<file path="src/rtl/uart_ram_pkg.sv">
// rtl/uart_ram_pkg.sv - command bytes and FSM states shared by the UART/RAM command controller
package uart_ram_pkg;

    localparam logic [7:0] CMD_PING     = 8'h55;
    localparam logic [7:0] RSP_PING     = 8'h44;
    localparam logic [7:0] CMD_ADDR_CLR = 8'hBB;
    localparam logic [7:0] CMD_ADDR_INC = 8'hDD;
    localparam logic [7:0] CMD_ADDR_RD  = 8'hAA;
    localparam logic [7:0] CMD_RAM_RD   = 8'hCC;
    localparam logic [7:0] CMD_LOAD     = 8'hFF;

    typedef enum logic [2:0] {
        IDLE,
        LOAD,
        LOAD_WR,
        READ,
        TX
    } state_e;

endpackage

</file>
<file path="src/rtl/uart_ram_cmd_ctrl.sv">
// rtl/uart_ram_cmd_ctrl.sv - byte-command controller between UART and frame RAM
// Define UART_RAM_LOAD_CHECKSUM_EN to reply with the modulo-256 sum of each loaded block.
module uart_ram_cmd_ctrl
    import uart_ram_pkg::*;
#(
    parameter int ADDR_W   = 15,
    parameter int LOAD_LEN = 102,
    parameter int RD_LAT   = 1
) (
    input  logic              clk,
    input  logic              rst_n,
    input  logic              rx_valid,
    input  logic [7:0]        rx_data,
    input  logic              tx_busy,
    output logic              tx_start,
    output logic [7:0]        tx_data,
    output logic [ADDR_W-1:0] ram_addr,
    output logic [7:0]        ram_wdata,
    output logic              ram_wren,
    input  logic [7:0]        ram_rdata,
    output logic              load_active
);

    state_e              state_q;
    logic                tx_start_q;
    logic [7:0]          tx_data_q;
    logic [7:0]          tx_hold_q;
    logic [ADDR_W-1:0]   addr_q;
    logic [7:0]          wdata_q;
    logic                wren_q;
    logic                load_active_q;
    logic [ADDR_W:0]     remain_q;
    logic [1:0]          rd_cnt_q;
`ifdef UART_RAM_LOAD_CHECKSUM_EN
    logic [7:0]          sum_q;
`endif

    logic                send_d;
    logic [7:0]          send_byte_d;
    logic [ADDR_W-1:0]   addr_inc_d;

    assign addr_inc_d = addr_q + ADDR_W'(1);

    // Every state that produces a reply byte funnels through send_d so the
    // busy/back-to-back handling lives in one place.
    always_comb begin
        send_d      = 1'b0;
        send_byte_d = tx_hold_q;
        case (state_q)
            IDLE: begin
                if (rx_valid && rx_data == CMD_PING) begin
                    send_d      = 1'b1;
                    send_byte_d = RSP_PING;
                end else if (rx_valid && rx_data == CMD_ADDR_RD) begin
                    send_d      = 1'b1;
                    send_byte_d = addr_q[7:0];
                end
            end
            READ: begin
                if (rd_cnt_q == 2'(RD_LAT - 1)) begin
                    send_d      = 1'b1;
                    send_byte_d = ram_rdata;
                end
            end
`ifdef UART_RAM_LOAD_CHECKSUM_EN
            LOAD_WR: begin
                if (remain_q == '0) begin
                    send_d      = 1'b1;
                    send_byte_d = sum_q;
                end
            end
`endif
            TX:      send_d = 1'b1;
            default: ;
        endcase
    end

    always_ff @(posedge clk or negedge rst_n) begin
        if (!rst_n) begin
            state_q       <= IDLE;
            tx_start_q    <= 1'b0;
            tx_data_q     <= '0;
            tx_hold_q     <= '0;
            addr_q        <= '0;
            wdata_q       <= '0;
            wren_q        <= 1'b0;
            load_active_q <= 1'b0;
            remain_q      <= '0;
            rd_cnt_q      <= '0;
`ifdef UART_RAM_LOAD_CHECKSUM_EN
            sum_q         <= '0;
`endif
        end else begin
            tx_start_q <= 1'b0;
            wren_q     <= 1'b0;
            if (send_d) begin
                // A pulse in the previous cycle forces a detour through TX.
                if (!tx_busy && !tx_start_q) begin
                    tx_start_q <= 1'b1;
                    tx_data_q  <= send_byte_d;
                    state_q    <= IDLE;
                end else begin
                    tx_hold_q <= send_byte_d;
                    state_q   <= TX;
                end
                if (state_q == LOAD_WR) begin
                    load_active_q <= 1'b0;
                end
            end else begin
                case (state_q)
                    IDLE: begin
                        if (rx_valid) begin
                            case (rx_data)
                                CMD_ADDR_CLR: addr_q <= '0;
                                CMD_ADDR_INC: addr_q <= addr_inc_d;
                                CMD_RAM_RD: begin
                                    rd_cnt_q <= '0;
                                    state_q  <= READ;
                                end
                                CMD_LOAD: begin
                                    remain_q      <= (ADDR_W+1)'(LOAD_LEN);
                                    load_active_q <= 1'b1;
                                    state_q       <= LOAD;
`ifdef UART_RAM_LOAD_CHECKSUM_EN
                                    sum_q         <= '0;
`endif
                                end
                                default: ;
                            endcase
                        end
                    end
                    LOAD: begin
                        if (rx_valid) begin
                            wdata_q  <= rx_data;
                            wren_q   <= 1'b1;
                            remain_q <= remain_q - (ADDR_W+1)'(1);
                            state_q  <= LOAD_WR;
`ifdef UART_RAM_LOAD_CHECKSUM_EN
                            sum_q    <= sum_q + rx_data;
`endif
                        end
                    end
                    LOAD_WR: begin
                        if (remain_q != '0) begin
                            addr_q  <= addr_inc_d;
                            state_q <= LOAD;
                        end else begin
                            load_active_q <= 1'b0;
                            state_q       <= IDLE;
                        end
                    end
                    READ:    rd_cnt_q <= rd_cnt_q + 2'd1;
                    default: ;
                endcase
            end
        end
    end

    assign tx_start    = tx_start_q;
    assign tx_data     = tx_data_q;
    assign ram_addr    = addr_q;
    assign ram_wdata   = wdata_q;
    assign ram_wren    = wren_q;
    assign load_active = load_active_q;

endmodule
</file>
<file path="config.mk">
export PLATFORM = sky130hd
export DESIGN_NAME = uart_ram_cmd_ctrl
export DESIGN_NICKNAME = d
export VERILOG_FILES = /design/src/rtl/uart_ram_pkg.sv /design/src/rtl/uart_ram_cmd_ctrl.sv
export SDC_FILE = /design/constraint.sdc
export NUM_CORES = 1
export LEC_CHECK = 0
export BUFFER_PORTS_ARGS = -buffer_cell sky130_fd_sc_hd__buf_2
export CAP_MARGIN = 0
export CORE_MARGIN = 5
export CORE_UTILIZATION = 40
export CTS_BUF_LIST = sky130_fd_sc_hd__clkbuf_4
export CTS_CLUSTER_DIAMETER = 80
export DETAILED_ROUTE_END_ITERATION = 8
export GPL_TIMING_DRIVEN = 0
export PLACE_DENSITY_LB_ADDON = 0.05
export SETUP_SLACK_MARGIN = 0.4
export SLEW_MARGIN = 15
export SYNTH_ARGS = -nofsm -noshare
export SYNTH_HDL_FRONTEND = slang
export SYNTH_SLANG_ARGS = --single-unit
</file>
<file path="constraint.sdc">
create_clock -name clk -period 6.8 [get_ports clk]
set_clock_uncertainty 0.15 [all_clocks]
set_input_delay 1.36 -clock clk [delete_from_list [all_inputs] [get_ports clk]]
set_output_delay 1.36 -clock clk [all_outputs]
set_load 0.1 [all_outputs]
</file>
After elaboration in Yosys (flattened, before gate mapping)
Index checks and enable logic that the tools add are counted.
W data, S select, Z words.
{"block": "op_classes", "n_addsub": 3, "eq_ne": 22, "n_mux": 37, "n_bitwise": 2, "n_reduce_logical": 20}
{"op": "$pmux W15 S2", "count": 2}
{"op": "$mux W16", "count": 3}
{"op": "$eq A8 B8 Y1 const B", "count": 5}
{"op": "$pmux W16 S2", "count": 1}
{"op": "$mux W15", "count": 2}
{"op": "$mux W8", "count": 3}
{"op": "$pmux W8 S2", "count": 1}
{"op": "$reduce_bool A16 Y1", "count": 1}
{"op": "$sub A16 B1 Y16 const B", "count": 1}
{"op": "$add A15 B1 Y15 const B", "count": 1}
{"op": "$reduce_and A5 Y1", "count": 3}
{"op": "$mux W1", "count": 14}
{"op": "$mux W3", "count": 4}
{"op": "$ne A3 B3 Y1 const B", "count": 3}
{"op": "$pmux W3 S3", "count": 1}
{"op": "$eq A8 B7 Y1 const B", "count": 1}
{"op": "$reduce_and A4 Y1", "count": 2}
{"op": "$eq A3 B2 Y1 const B", "count": 2}
{"op": "$ne A2 B1 Y1 const B", "count": 3}
{"op": "$ne A2 B2 Y1 const B", "count": 3}
{"op": "$pmux W3 S2", "count": 1}
{"op": "$reduce_bool A2 Y1", "count": 3}
{"op": "$mux W2", "count": 2}
{"op": "$ne A4 B3 Y1 const B", "count": 1}
{"op": "other kinds (16)", "count": 21}
{"block": "word_totals", "register_bits": 63, "inputBits": 20, "output_inout_bits": 34, "word_cells": 94}

Logic depth before layout (Yosys ltp)
{"block": "logic_depth", "word_depth": 7, "depth_mapped": 11}

Worst setup path before layout
Ideal clock, no wire load.
{"block": "synth_timing", "kind": "in2reg", "from": "input port rx_data[3]", "to": "register tx_data_q[6] (netlist: tx_data[6])", "setup_time_ns": 0.078, "arrival_ns": 2.866, "path_slack_ns": 3.707, "path_stages": 6, "n_path_buf": 1, "cell_sequence": "nor4bb_1 nand4_1 a311oi_2 buf_2 nor2_1 a21oi_1"}
{"block": "synth_between", "elab_chain_len": 6, "word_cells_on_any_way": 11, "classes_between": "eq/ne (2); mux (6); reduce/logical (3)"}
{"element": "start, declared", "line": "uart_ram_cmd_ctrl.sv:13", "source": "input logic [7:0] rx_data,"}
{"element": "$eq A8 B8 Y1", "line": "uart_ram_cmd_ctrl.sv:54", "source": "end else if (rx_valid && rx_data == CMD_ADDR_RD) begin"}
{"element": "$logic_and A1 B1 Y1", "line": "uart_ram_cmd_ctrl.sv:54"}
{"element": "$mux W1", "line": "uart_ram_cmd_ctrl.sv:54"}
{"element": "$mux W1", "line": "uart_ram_cmd_ctrl.sv:51", "source": "if (rx_valid && rx_data == CMD_PING) begin"}
{"element": "$pmux W1 S3", "line": "uart_ram_cmd_ctrl.sv:49", "source": "case (state_q)"}
{"element": "$reduce_and A2 Y1 (no source line)"}
{"element": "end signal, assigned", "line": "uart_ram_cmd_ctrl.sv:100", "source": "tx_data_q <= send_byte_d;"}
{"element": "end, declared", "line": "uart_ram_cmd_ctrl.sv:26", "source": "logic [7:0] tx_data_q;"}
Parallel ways exist; a longest one is shown, timed or not.
A chain may end at the register's enable or synchronous reset.

Worst setup path after layout
Ends and elaborated chain as after synthesis.

==> metrics.cfg <==
[synth]
async_reset_ff_share_pct = 100
synth.distinct_cells = 51
syn-num-nets = 420
seq_area_frac_synth_pct = 45.4
synth_top_area_share_pct = 45.4
synth_area_um2 = 3470
synth_edf_count = 0
avgSynthCellArea_um2 = 8.75
synth_area_leaders = dfrtp_1, nand2_1, o21ai_0
synthCells = 397
synth_warnings = 0
netlist.top_cell.by_area = dfrtp_1
synth-seq-cells = 63
synth_flop_cell = dfrtp_1

[drt]
first_iter_violations = 178
highest_layer = met4
drc_errors = 0
wire_per_inst_um = 15.6
wl_met2_um = 3990
vias = 3219
dr_wl_met3_um = 336
dr.pass1.iters = 5
met1_length_um = 4440
wl_um = 8900
ant_nets = 0
via_per_inst = 5.63

[floorplanning]
die_area_um2 = 10700
initial_utilization_pct = 40.4
fp.dieW_um = 103
ios = 54
core_area_um2 = 8590
rows = 34
die_h_um = 103

[place]
placed_area_um2 = 3900
post-place-ws_ns = 3.08
portBuffers = 53
dp_hpwl_um = 6570
place_congestion = 0.907

[power_and_ir_drop]
powerDensity_nw_per_um2 = 488
leakage_uw = 0.00178
peakVddDrop_uv = 372

[global_route]
overflow = 0
grt_antenna_before_repair = 0
grt_usage_pct = 18.2
grt_max_degree = 43
grt_pass1_wl_um = 15200
grt_pass1_vias = 3086

[cells_and_area]
drive_above_1_share_pct = 19.2
layout_common_cells = dfrtp_1, buf_2, nand2_1
final_area_um2 = 3980
final_util_pct = 46.3
nets = 485
n_antenna_cell = 0
fillers = 877
final_common_cell = dfrtp_1
syn_to_final_growth_pct = 14.6

[clocking]
cts.sinks = 63
clockRootBuffer = clkbuf_4
cts_resized = 0
postCtsSetupRepairBufs = 0
path_clk_slew_ns = 0.10
cts_tree = built
cts_buffers = 9
clk_latency_ns = 0.40
clockBufferDepth = 2
htree_levels = 3
postCtsHoldBufs = 0

[sta]
finalCriticalPeriod_ns = 3.31
hold_slack_ns = 0.332
setup_tns_ns = 0
period_share_pct = 48.7
timing.final.ws_setup_ns = 3.49
slew_headroom_pct = 52.0
worst_pin_slew_ns = 0.713
hold_violations = 0
setup_viol = 0
slew_viol_final = 0
clock.fmax_mhz = 302
rsz0062_at_grt = false

[critical_path]
cpMaxStageDelayCell = a311oi_2
slowest_delay_ns = 0.63
worst_ep_required_time_ns = 6.97
critPathCaptureType = register
arrival_ns = 3.48
startpoint_type = input pin
critPathMaxFanout = 10
critPathKind = in -> reg
crit_chain = buf_2, nor4bb_1, nand4_1, a311oi_2, buf_2, nor2_1, a21oi_1
critPathMostFrequentCell = buf_2

[hold_path]
hold_path.class = reg -> reg

[outcome]
outcome = finished clean

[run]
maxCapViolCount = 0

==> routing by layer <==
metal,up-vias,track usage (%)
li1,1587,-
met1,1554,25.6
met2,66,27.5
met3,12,4.23
met4,0,6.27
met5,-,0
==> state kept, by name (all words and copies together) (netlist names) <==
register	flops
state_q	3
tx_start	1
remain_q	16
ram_wren	1
load_active	1
tx_data	8
rd_cnt_q	2
ram_addr	15
ram_wdata	8
tx_hold_q	8
==> synthesized netlist by cell type, drive strengths merged (3+ instances only) <==
master	count
dfrtp	63
nand2	50
nor2	42
o21ai	35
a21oi	32
inv	16
nand3	14
o31ai	12
clkbuf	11
nand4	10
nor3	10
buf	9
or3	8
mux2	7
nor4	7
or4	7
a222oi	6
a31oi	4
nor2b	4
or2	4
a221o	3
a311oi	3
and3	3
ha	3
mux2i	3
nand2b	3
==> kinds of logic after synthesis <==
| logic type | synth area share (%) |
|---|---|
| compound gates | 19.8 |
| xor+xnor | 0.504 |
| fa+ha+maj | 1.08 |
| buf+inv | 4.54 |
| flops | 45.4 |
| mux | 3.13 |
| simple gates | 25.6 |
==> critical path, delay by kind of cell <==
family | cells | cell delay (ns)
AND/OR/NAND/NOR | 3 | 0.93
AO/OA/AOI/OAI | 2 | 0.74
buffers and inverters | 2 | 0.45
==> per-stage QoR <==
stage                     std cells  power [uW]
after CTS                       572        1960
after global routing            572        2100
final                           572        1940
after detailed placement        559        1760
after floorplan                 397        1520
after global placement          558        1740
==> path summary, 6_finish.rpt <==
check                                               from                       end  slack (ns)  cells past startpoint
min in group asynchronous                          rst_n   remain_q[3]$_DFFE_PN0P_        0.69                      1
worst min-delay path            ram_wdata[3]$_DFFE_PN0P_  ram_wdata[3]$_DFFE_PN0P_        0.33                      2
worst max-delay path                          rx_data[3]    tx_data[6]$_DFFE_PN0P_        3.49                      7
max in group asynchronous                          rst_n    tx_data[6]$_DFFE_PN0P_        5.29                      2
worst min register to register  ram_wdata[3]$_DFFE_PN0P_  ram_wdata[3]$_DFFE_PN0P_        0.33                      2
worst max register to register   rd_cnt_q[1]$_DFFE_PN0P_  remain_q[15]$_DFFE_PN0P_        4.17                     10
==> area by class of cell <==
cell class	instances	area [um^2]	share of cell area, %
sequential	63	1580	39.6
inverter	16	60.1	1.51
tap	108	135	3.39
multi-input combinational	298	1740	43.7
clock inverter	4	16.3	0.409
buffer	20	97.6	2.45
timing repair buffer	54	288	7.23
clock buffer	9	67.6	1.70
==> where the power goes <==
group | switching, uW | leakage, uW | internal, uW
Clock | 129 | 0.0000500 | 65.1
Sequential | 110 | 0.000792 | 508
Combinational | 837 | 0.000937 | 294
Total | 1080 | 0.00178 | 867
Note: power is estimated with default switching activity, not from simulation.
